[src/rtl/ring_slot_scheduler_if.sv]
// ring_slot_scheduler_if: request/grant bundle between requesters and the slot scheduler.
interface ring_slot_scheduler_if #(
    parameter int WIDTH = 4,
    parameter int ID_W  = $clog2(WIDTH)
);
    logic [WIDTH-1:0] i_req;
    logic             i_done;
    logic [WIDTH-1:0] o_gnt;
    logic             o_gnt_valid;
    logic [ID_W-1:0]  o_gnt_id;
    logic             o_timeout;
    modport master (output i_req, i_done, input o_gnt, o_gnt_valid, o_gnt_id, o_timeout);
    modport slave  (input i_req, i_done, output o_gnt, o_gnt_valid, o_gnt_id, o_timeout);
endinterface

[src/rtl/ring_slot_scheduler.sv]
// ring_slot_scheduler: grants the requester under the ring pointer for at most MAX_HOLD cycles, then advances the ring.
module ring_slot_scheduler #(
    parameter int WIDTH    = 4,
    parameter int MAX_HOLD = 8,
    parameter int ID_W     = $clog2(WIDTH),
    parameter int HOLD_W   = $clog2(MAX_HOLD + 1)
) (
    input  logic                   i_clk,
    input  logic                   i_rst_n,
    input  logic [WIDTH-1:0]       i_ring_slot,
    output logic                   o_ring_enable,
    output logic                   o_onehot_err,
    ring_slot_scheduler_if.slave   bus
);
    localparam logic [1:0] S_IDLE  = 2'd0;
    localparam logic [1:0] S_SCAN  = 2'd1;
    localparam logic [1:0] S_GRANT = 2'd2;
    logic [1:0]        r_state;
    logic [WIDTH-1:0]  r_gnt;
    logic              r_gnt_valid;
    logic [ID_W-1:0]   r_gnt_id;
    logic [HOLD_W-1:0] r_hold;
    logic              r_onehot_err;
    logic              w_onehot, w_any, w_hit, w_last, w_own, w_release;
    logic [ID_W-1:0]   w_slot_id;
    assign w_onehot  = (i_ring_slot != '0) && ((i_ring_slot & (i_ring_slot - WIDTH'(1))) == '0);
    assign w_any     = |bus.i_req;
    assign w_hit     = w_onehot & |(i_ring_slot & bus.i_req);
    assign w_last    = r_hold == HOLD_W'(MAX_HOLD - 1);
    assign w_own     = bus.i_req[r_gnt_id];
    assign w_release = bus.i_done | ~w_own | w_last;
    assign o_ring_enable = (r_state == S_SCAN)  ? (w_any & ~w_hit) :
                           (r_state == S_GRANT) ? w_release : 1'b0;
    assign bus.o_timeout   = (r_state == S_GRANT) & w_last & ~bus.i_done & w_own;
    assign bus.o_gnt       = r_gnt;
    assign bus.o_gnt_valid = r_gnt_valid;
    assign bus.o_gnt_id    = r_gnt_id;
    assign o_onehot_err    = r_onehot_err;
    always_comb begin
        w_slot_id = '0;
        for (int i = 0; i < WIDTH; i++)
            if (i_ring_slot[i]) w_slot_id = ID_W'(i);
    end
    // Grant id is kept after release; only o_gnt/o_gnt_valid drop.
    always_ff @(posedge i_clk or negedge i_rst_n) begin
        if (!i_rst_n) begin
            r_state      <= S_IDLE;
            r_gnt        <= '0;
            r_gnt_valid  <= 1'b0;
            r_gnt_id     <= '0;
            r_hold       <= '0;
            r_onehot_err <= 1'b0;
        end else begin
            r_onehot_err <= r_onehot_err | ~w_onehot;
            case (r_state)
                S_IDLE: if (w_any) r_state <= S_SCAN;
                S_SCAN: begin
                    if (!w_any) r_state <= S_IDLE;
                    else if (w_hit) begin
                        r_state     <= S_GRANT;
                        r_gnt       <= i_ring_slot;
                        r_gnt_id    <= w_slot_id;
                        r_gnt_valid <= 1'b1;
                        r_hold      <= '0;
                    end
                end
                S_GRANT: begin
                    if (w_release) begin
                        r_state     <= S_SCAN;
                        r_gnt       <= '0;
                        r_gnt_valid <= 1'b0;
                    end else r_hold <= r_hold + HOLD_W'(1);
                end
                default: r_state <= S_IDLE;
            endcase
        end
    end
endmodule

[src/flat_wrapper.sv]
// flat-port wrapper written by rule: the top's interface ports become plain ports
module ring_slot_scheduler_flat 
#(
    parameter int WIDTH    = 4,
    parameter int MAX_HOLD = 8,
    parameter int ID_W     = $clog2(WIDTH),
    parameter int HOLD_W   = $clog2(MAX_HOLD + 1)
)
  (i_clk, i_rst_n, i_ring_slot, o_ring_enable, o_onehot_err, bus_i_req, bus_i_done, bus_o_gnt, bus_o_gnt_valid, bus_o_gnt_id, bus_o_timeout);
  ring_slot_scheduler_if #(.WIDTH(WIDTH), .ID_W(ID_W)) bus_i ();
  input  logic i_clk;
  input  logic i_rst_n;
  input  logic [WIDTH-1:0] i_ring_slot;
  output logic o_ring_enable;
  output logic o_onehot_err;
  input wire logic [$bits(bus_i.i_req)-1:0] bus_i_req;
  input wire logic [$bits(bus_i.i_done)-1:0] bus_i_done;
  output wire logic [$bits(bus_i.o_gnt)-1:0] bus_o_gnt;
  output wire logic [$bits(bus_i.o_gnt_valid)-1:0] bus_o_gnt_valid;
  output wire logic [$bits(bus_i.o_gnt_id)-1:0] bus_o_gnt_id;
  output wire logic [$bits(bus_i.o_timeout)-1:0] bus_o_timeout;
  assign bus_i.i_req = bus_i_req;
  assign bus_i.i_done = bus_i_done;
  assign bus_o_gnt = bus_i.o_gnt;
  assign bus_o_gnt_valid = bus_i.o_gnt_valid;
  assign bus_o_gnt_id = bus_i.o_gnt_id;
  assign bus_o_timeout = bus_i.o_timeout;
  ring_slot_scheduler #(.WIDTH(WIDTH), .MAX_HOLD(MAX_HOLD), .ID_W(ID_W), .HOLD_W(HOLD_W)) u_core (.i_clk(i_clk), .i_rst_n(i_rst_n), .i_ring_slot(i_ring_slot), .o_ring_enable(o_ring_enable), .o_onehot_err(o_onehot_err), .bus(bus_i));
endmodule
[config.mk]
export PLATFORM = sky130hd
export DESIGN_NAME = ring_slot_scheduler_flat
export DESIGN_NICKNAME = d
export VERILOG_FILES = /design/src/rtl/ring_slot_scheduler_if.sv /design/src/rtl/ring_slot_scheduler.sv /design/src/flat_wrapper.sv
export SDC_FILE = /design/constraint.sdc
export NUM_CORES = 1
export LEC_CHECK = 0
export CAP_MARGIN = 5
export CORE_MARGIN = 3
export CORE_UTILIZATION = 60
export CTS_CLUSTER_SIZE = 14
export DETAILED_ROUTE_END_ITERATION = 8
export DONT_BUFFER_PORTS = 1
export GPL_TIMING_DRIVEN = 0
export PLACE_DENSITY = 0.75
export SYNTH_ARGS = -nofsm -noshare
export SYNTH_HDL_FRONTEND = slang
export SYNTH_SLANG_ARGS = --single-unit
[constraint.sdc]
create_clock -name i_clk -period 2.3 [get_ports i_clk]
set_input_delay 0.46 -clock i_clk [delete_from_list [all_inputs] [get_ports i_clk]]
set_output_delay 0.46 -clock i_clk [all_outputs]
set_load 0.01 [all_outputs]
== Word level (Yosys, flattened, before mapping) ==
Cells that the tools add are included.

* Input port bits: 11
* Flip-flop bits (word level): 14
* Word-level logic and storage cells: 67
* Output and inout bits: 10

* Mux-type cells: 24
* Magnitude comparators: 1
* Reduce and logical (&&, ||, !) cells: 11
* Bitwise operators: 14
* Equality and inequality tests: 9
* Add/sub/neg operators: 2

{| class="wikitable"
|+ Operators by type and width
! operator !! number
|-
| 4-bit two-way mux || 6
|-
| 4-bit case mux with 2 select lines || 2
|-
| 2-bit two-way mux || 6
|-
| 4-bit AND || 2
|-
| 2-bit by 1-bit != test with 1-bit output, second input constant || 4
|-
| 4-bit AND reduction || 2
|-
| 4-bit OR reduction || 2
|-
| 1-bit two-way mux || 7
|-
| 2-bit case mux with 3 select lines || 1
|-
| 3-bit AND reduction || 2
|-
| 1-bit AND || 5
|-
| 4-bit by 1-bit adder with 4-bit output, second input constant || 1
|-
| 4-bit by 3-bit == test with 1-bit output, second input constant || 1
|-
| 4-bit zero test || 1
|-
| 1-bit inverter || 4
|-
| 4-bit nonzero test || 1
|-
| 4-bit by 1-bit subtractor with 4-bit output, second input constant || 1
|-
| 2-bit by 3-bit < comparator with 1-bit output, second input constant || 1
|-
| 3-bit != test, second input constant || 1
|-
| 1-bit bitwise OR || 3
|-
| 1-bit binary-select mux with 2-bit select || 1
|-
| 2-bit by 1-bit == test with 1-bit output, second input constant || 1
|-
| 2-bit == test, second input constant || 1
|-
| 2-bit zero test || 1
|-
| 4 further kinds || 4
|}

== Longest topological paths before layout ==
Gate-level depths: netlist (run 1).

* Word-level depth: 8
* Gate-level depth with buffers: 6
* Depth with buffers taken out: 5

== Worst setup path after synthesis (run 1) ==
OpenSTA, ideal clock, no wires.

* Path type: input port to flip-flop
* Start: in bus_i_req[1]
* End: reg u_core.r_gnt[0], in the netlist u_core.bus.o_gnt[0]
* Slack: 0.410 ns
* Buffers on the path: 1
* Library setup time: 0.126 ns
* Arrival: 1.764 ns
* Required time: 2.174 ns
* Stages: 5
* Path through: or4_4 o2111a_4 and2_4 buf_6 a221o_1

* Longest elaborated chain between the ends: 7
* Elaborated cells between the ends (all ways): 13
* Classes of those cells: eq/ne: 3; mux: 2; bitwise: 5; reduce/logical: 3

{| class="wikitable"
|+ Ends and longest elaborated chain
! item !! line !! text
|-
| start: declaration || flat_wrapper.sv:16 || <nowiki>input wire logic [$bits(bus_i.i_req)-1:0] bus_i_req;</nowiki>
|-
| 1-bit binary-select mux with 2-bit select || ring_slot_scheduler.sv:30 || <nowiki>assign w_own = bus.i_req[r_gnt_id];</nowiki>
|-
| 1-bit two-way mux (implied by the code) || ring_slot_scheduler.sv:30 ||
|-
| 1-bit inverter || ring_slot_scheduler.sv:31 || <nowiki>assign w_release = bus.i_done | ~w_own | w_last;</nowiki>
|-
| 1-bit bitwise OR (2 in a row) || ring_slot_scheduler.sv:31 ||
|-
| 2-bit by 1-bit != test with 1-bit output (no source line) || -- ||
|-
| 4-bit AND reduction (no source line) * || -- ||
|-
| end signal: assignment || ring_slot_scheduler.sv:61 || <nowiki>r_gnt <= i_ring_slot;</nowiki>
|-
| end: declaration || ring_slot_scheduler.sv:19 || <nowiki>logic [WIDTH-1:0] r_gnt;</nowiki>
|}

Mark *: on every way between the ends. The rest lies on a longest branch, timed or not. The select of a mux whose other input is x is not followed.
A chain may end at the register's enable or synchronous reset.

== Final worst setup path (run 1) ==
* Start: reg u_core.r_gnt_id[0], in the netlist u_core.bus.o_gnt_id[0]
* End: out bus_o_timeout

* Longest elaborated chain between the ends: 3

{| class="wikitable"
|+ Ends and longest elaborated chain
! item !! line !! text
|-
| start: declaration || ring_slot_scheduler.sv:21 || <nowiki>logic [ID_W-1:0] r_gnt_id;</nowiki>
|-
| start signal: assignment || ring_slot_scheduler.sv:62 || <nowiki>r_gnt_id <= w_slot_id;</nowiki>
|-
| 1-bit binary-select mux with 2-bit select || ring_slot_scheduler.sv:30 ||
|-
| 1-bit two-way mux (implied by the code) || ring_slot_scheduler.sv:30 ||
|-
| 1-bit AND || ring_slot_scheduler.sv:34 || <nowiki>assign bus.o_timeout = (r_state == S_GRANT) & w_last & ~bus.i_done & w_own;</nowiki>
|-
| end: declaration || flat_wrapper.sv:21 || <nowiki>output wire logic [$bits(bus_i.o_timeout)-1:0] bus_o_timeout;</nowiki>
|}

No other way between the ends. The select of a mux whose other input is x is not followed.

==> run metrics, run 1 <==
Final min period 2.14 ns; Startpoint Class register; Rel. slew slack 0.535; first-pass GRT wire length 3.06 mm; pin count of the biggest net entering global routing 15; Worst Setup EP bus_o_timeout; Crit Path Category register to output pin; DR iter-0 viols 15; syn_area_per_cell 9.81 um2; critical path arrival 1.68 ns; total routed wirelength 1.72 mm; Seq cells post-synth 14; Antenna Cells 0; latest clock arrival within the worst-skew pair 0.27 ns; crit share post-route 0.932; Final Skew 0.00128 ns; P per Cell Area 1010 mW/mm2; std cell rows 12; worst-path cell chain or2_2 > o22a_1 > nor3_1; FMAX 467 MHz; Clock transition at path regs 0.08 ns; RSZ-0062 raised after global routing no; Syn Std Cell Area 853 um2; CTS root buf clkbuf_4; Vias 706; Placed Area 871 um2; Top Ports 21; r2r endpoint u_core.bus.o_gnt[3]$_DFFE_PN0P_; Via density 6.72; die height 43.7 um; footprint of the multi-input gates 479 um2; Ys Warns 0; I/O Buffers 0; worst endpoint required time 1.84 ns; status finished clean; CP max FO 7; Crit. path cell count 3; initial antenna violation count 0; Fin. Hold Viols 0; Hold Crit Class primary input to register; Max Buffers Root-to-Sink 2; Leakage Power 0.380 nW; fin area 907 um2; Worst-Margin Slew 0.691 ns; Synth area leaders dfrtp_1 (41%), a21oi_1 (5.9%), a221o_1 (4.7%), nand2_1 (3.5%), o211ai_1 (3.5%); CTS sink cnt 14; CP max stage delay 0.45 ns; CP delay by family, top simple AND/OR/NAND/NOR gates; Yosys top cell by area dfrtp_1; layout cells sized above 1 0.165; CP max-delay cell dfrtp_1; die area 0.00191 mm2; CP Launch Point u_core.bus.o_gnt_id[0]$_DFFE_PN0P_; antenna-violating nets left 0; Final Wtd Congestion 0.814; Post-Syn Instances 87; syn nets 99; Crit path buffers/inverters 0; setup TNS 0 ns; Worst R2R Path Depth 4; Slew Viols, Final 0; R2R Path Start u_core.bus.o_gnt_id[0]$_DFFE_PN0P_; CTS Buf Count 3; worst reg2reg setup slack 0.35 ns; Nets 105; critical path capture point type output pin; 1st-pass router iterations 4; CTS tree done; FILL cells 92; GR Util All Layers 0.215; core area 0.00122 mm2; H-tree levels 1; synth-to-layout area growth 6.31%; total setup buffers inserted after CTS 0; gr ovfl total 0; drt wl/cell 16.4 um; DRC 0; Final HPWL DP 1.32 mm; number of global-route vias before repair 666; die width 43.7 um; Initial Util 0.702; storage element area 350 um2; worst vdd ir 0.000518 V; post-synthesis sequential area ratio 0.411; Netlist cell types 37; Hold Slack 0.329 ns; Max Cap Viol 0; # setup viols final 0; Synth top area share 0.411
[cell families (layout without fill, tap and decap cells)]
family,Yosys count,after routing,share of synthesized area
AND/OR/NAND/NOR,32,32,0.211
adder cells (fa/ha/maj),1,1,0.0147
buffers and inverters,5,9,0.0323
multiplexers,2,2,0.0235
flip-flops,14,14,0.411
AO/OA/AOI/OAI,32,32,0.298
XOR/XNOR,1,1,0.0103
[cell type report]
cell class	count	share of cell area
sequential	14	0.386
timing repair buffer	1	0.0110
buffer	3	0.0221
multi-input combinational	68	0.528
inverter	2	0.00828
clock buffer	3	0.0248
tap	14	0.0193
[metal layers]
metal | vias to the layer above | wire length (um) | track usage
met5 | - | 0 | 0
met4 | 0 | 17 | 0.0542
met3 | 4 | 79 | 0.0788
met2 | 16 | 779 | 0.314
met1 | 337 | 842 | 0.301
li1 | 349 | - | -
[stage by stage]
step / std cells / setup slack [ns] / power, mW / utilization
floorplan: 87 / 0.410 / 0.721 / -
global placement: 101 / 0.291 / 0.778 / 0.716
detailed placement: 101 / 0.276 / 0.786 / 0.716
CTS: 105 / 0.0814 / 0.927 / 0.743
global route: 105 / 0.0471 / 1.01 / 0.746
finish: 105 / 0.156 / 0.920 / 0.746
[flip-flops by register name, summed over array words and instances, names as in the netlist]
register and cells:
u_core.bus.o_gnt 4, u_core.r_hold 4, u_core.bus.o_gnt_id 2, u_core.r_state 2, u_core.bus.o_gnt_valid 1, u_core.o_onehot_err 1
[report_power, final]
group	total [mW]	internal, mW	switching [mW]
logic	0.310	0.155	0.156
registers	0.476	0.342	0.134
clock network	0.133	0.0606	0.0724
total	0.920	0.557	0.362
[cell usage after synthesis]
cell type and instances:
clkbuf_1 1, a21o_2 2, xor2_1 1, mux2i_1 2, dfrtp_1 14, o2111ai_1 1
a211oi_1 1, o41ai_1 1, or3_1 1, a31oi_1 1, o2111a_4 1, or4b_1 2
nand2_1 8, nor3_1 2, a21oi_1 10, a221o_1 4, nand2b_1 3, nor2_1 6
and2_4 1, a22o_1 1, or4_4 1, o31ai_1 1, o32ai_2 1, buf_2 1
or2_2 2, o22a_1 1, buf_6 1, inv_1 2, nand3_1 2, o211ai_1 4
a22o_2 1, ha_1 1, nor2b_1 1, a211o_1 1, and2_1 1, o21ai_0 1
nor4b_1 2
[cell usage in the layout (no fill, tap or decap), types with 2 or more instances in the layout]
master	Yosys	routed
a21oi_1	10	10
inv_1	2	2
nand3_1	2	2
o211ai_1	4	4
nand2b_1	3	3
nor4b_1	2	2
mux2i_1	2	2
dfrtp_1	14	14
clkbuf_4	0	3
nor2_1	6	6
nand2_1	8	8
nor3_1	2	2
or4b_1	2	2
a221o_1	4	4
a21o_2	2	2
or2_2	2	2
[what timing repair did]
action	CTS	global route
hold endpoints to repair	14	0
setup endpoints to repair	1	1
resized for setup	1	1
hold buffers	1	0
[worst min path at each step]
stage,end,slack [ns],startpoint,cells after the start
after floorplan,u_core.bus.o_gnt[0]$_DFFE_PN0P_,0.16,i_rst_n,0
after detailed placement,u_core.bus.o_gnt[1]$_DFFE_PN0P_,0.16,i_rst_n,0
after global routing,u_core.bus.o_gnt[0]$_DFFE_PN0P_,0.31,i_ring_slot[0],1
after CTS,u_core.bus.o_gnt[0]$_DFFE_PN0P_,0.32,i_ring_slot[0],1
after global placement,u_core.bus.o_gnt[3]$_DFFE_PN0P_,0.16,i_rst_n,0
final,u_core.bus.o_gnt[2]$_DFFE_PN0P_,0.33,i_ring_slot[2],1
No activity file was read; power rests on OpenSTA's default activity.
==> run 2: changes to the inputs <==
TNS_END_PERCENT = 20   (was not set)
==> results of run 2 <==
The final DEF is identical to that of run 1; final timing and power are the same.
==> patch (settings of run 2) <==
`MAX_HOLD` is set to 8 in 2 places; all go to 4.
--- a/src/rtl/ring_slot_scheduler.sv
+++ b/src/rtl/ring_slot_scheduler.sv
@@ -1,7 +1,7 @@
 // ring_slot_scheduler: grants the requester under the ring pointer for at most MAX_HOLD cycles, then advances the ring.
 module ring_slot_scheduler #(
     parameter int WIDTH    = 4,
-    parameter int MAX_HOLD = 8,
+    parameter int MAX_HOLD = 4,
     parameter int ID_W     = $clog2(WIDTH),
     parameter int HOLD_W   = $clog2(MAX_HOLD + 1)
 ) (
--- a/src/flat_wrapper.sv
+++ b/src/flat_wrapper.sv
@@ -2,7 +2,7 @@
 module ring_slot_scheduler_flat 
 #(
     parameter int WIDTH    = 4,
-    parameter int MAX_HOLD = 8,
+    parameter int MAX_HOLD = 4,
     parameter int ID_W     = $clog2(WIDTH),
     parameter int HOLD_W   = $clog2(MAX_HOLD + 1)
 )
Check against the original RTL: not equivalent (Yosys sat finds a counterexample within 10 cycles, from zero or initial values and one cycle with i_rst_n low).
==> patch against run 2 <==
Routed wire length shrank 17%; design area down 16%; highest routed layer unchanged; final cell count decreased by 17%; sequential cell count down 1; area after synthesis decreased by 18%; largest cell class unchanged; setup slack worse by 55 ps; register-to-register slack better by 260 ps; critical endpoint is now o_ring_enable; global-route usage decreased by 1.5 points.
Power is not compared: it rests on default switching activity, and its combinational part moved more than twofold at a synthesized area within 25%.
==> patch: results (changes against run 2) <==
metric;value;unit;change
hp-start;i_ring_slot[0];;
cts-buffers-inserted;3;;unchanged
crit_arrival;1740;ps;+60 ps
powerSeq;363;µW;
min_path_type;in2reg;;
hold_path_depth;2;;+1
hold_slack;302;ps;-26.1 ps
routedWlPerCell;16.5;µm;+0.73%
synthesis.nets;82;;-17%
num-fill-cells;84;;-8.7%
drtIter0Drc;10;;-5
powerComb;146;µW;
synth_compound_area_share;16.3;%;-13 points
io_buffer_count;0;;unchanged
clock_latency;270;ps;about the same
grt_util_met1;23.7;%;-6.4 points
r2r_start;u_core.bus.o_gnt_id[1];;
route.detailed.vias_per_inst;5.91;;-12%
fin_worst_skew;4.89;ps;+3.61 ps
grt_pass1_wl;2.04;mm;-33%
htree_levels;1;;unchanged
cts_buffer_depth;2;;unchanged
reg2reg_depth;5;;+1
synthAdderAreaFrac;3.58;%;+2.1 points
first_pass_iters;4;;unchanged
ys_seq_area_share;46.5;%;+5.5 points
layout-drive-gt1-share;17.6;%;+1.1 points
drv_cap;0;;unchanged
status;finished clean;;
hold_end;u_core.bus.o_gnt[0];;
route.detailed.drc;0;;unchanged
synth.cells.most_frequent;dfrtp_1 (13), nand2_1 (10), nor2_1 (7);;
grt_max_degree;14;;-1
gr-usage-met2;31.1;%;-0.32 points
track_usage;20.0;%;-1.5 points
root_buffer;clkbuf_4;;
grt_pass1_vias;498;;-25%
gp_congestion;0.697;;-14%
synth_cell_types;31;;-16%
slew_headroom;60.8;%;+7.2 points
yosysWarnings;0;;unchanged
synthMuxAreaShare;4.65;%;+2.3 points
ys_top_cells_by_area;dfrtp_1 (47%), nand2_1 (5.4%), nor2_1 (3.8%), ha_1 (3.6%), buf_6 (3.2%);;
r2r_setup_slack;610;ps;+260 ps
dp_hpwl;1.05;mm;-21%
synth-xor-area-share;1.25;%;+0.23 points
crit_end;o_ring_enable;;
r2r-end;u_core.r_hold[1];;
nets;88;;-16%
gr-usage-met3;6.11;%;-1.8 points
==> patch: cell types whose count changed after synthesis, moves of 2 or more <==
cell	run 2	this run
inv_1	2	4
o211ai_1	4	0
a221o_1	4	0
nand2b_1	3	1
or4b_1	2	0
o21ai_1	0	3
o22ai_1	0	2
nand2_1	8	10
a21oi_1	10	2
a21o_2	2	0
nor3_1	2	0
==> patch: layer usage <==
metal	vias up	part of all wire, %
met5	-	0
met4	0	1.3
met3	2	7.3
met2	17	52
met1	241	39
li1	254	-
==> patch: area by class of cell <==
cell class / instances / area [µm²] / share of cell area (%)
Clock buffer: 4 / 26.3 / 3.45
Multi-Input combinational cell: 50 / 345 / 45.4
Timing Repair Buffer: 1 / 10.0 / 1.32
Inverter: 4 / 15.0 / 1.97
Sequential cell: 13 / 325 / 42.8
Tap cell: 13 / 16.3 / 2.14
Buffer: 2 / 22.5 / 2.96
==> patch: logic make-up (layout without fill, tap and decap cells) <==
family / count (synthesis) / count (layout)
AOI/OAI and AO/OA: 16 / 16
DFF: 13 / 13
adders and majority gates: 2 / 2
muxes: 3 / 3
and+or+nand+nor: 28 / 28
xor gates and xnor gates: 1 / 1
buffers and inverters: 6 / 11
==> patch: through the flow <==
step / cells / total power, mW / util (%) / worst slack (ps) / area, µm²
after floorplan: 69 / 0.470 / - / 438 / 699
after global routing: 87 / 0.695 / 75.7 / 16.7 / 761
after global placement: 82 / 0.492 / 71.2 / 282 / 716
after CTS: 87 / 0.648 / 75.2 / 13.1 / 756
after detailed placement: 82 / 0.501 / 71.2 / 261 / 716
final: 87 / 0.650 / 75.7 / 102 / 761
==> patch: worst max-delay path, stage by stage (launching register included) <==
cell,delay (ps)
dfrtp_1,470
mux2_1,360
a22oi_2,280
o21bai_2,170
o21ai_0,190
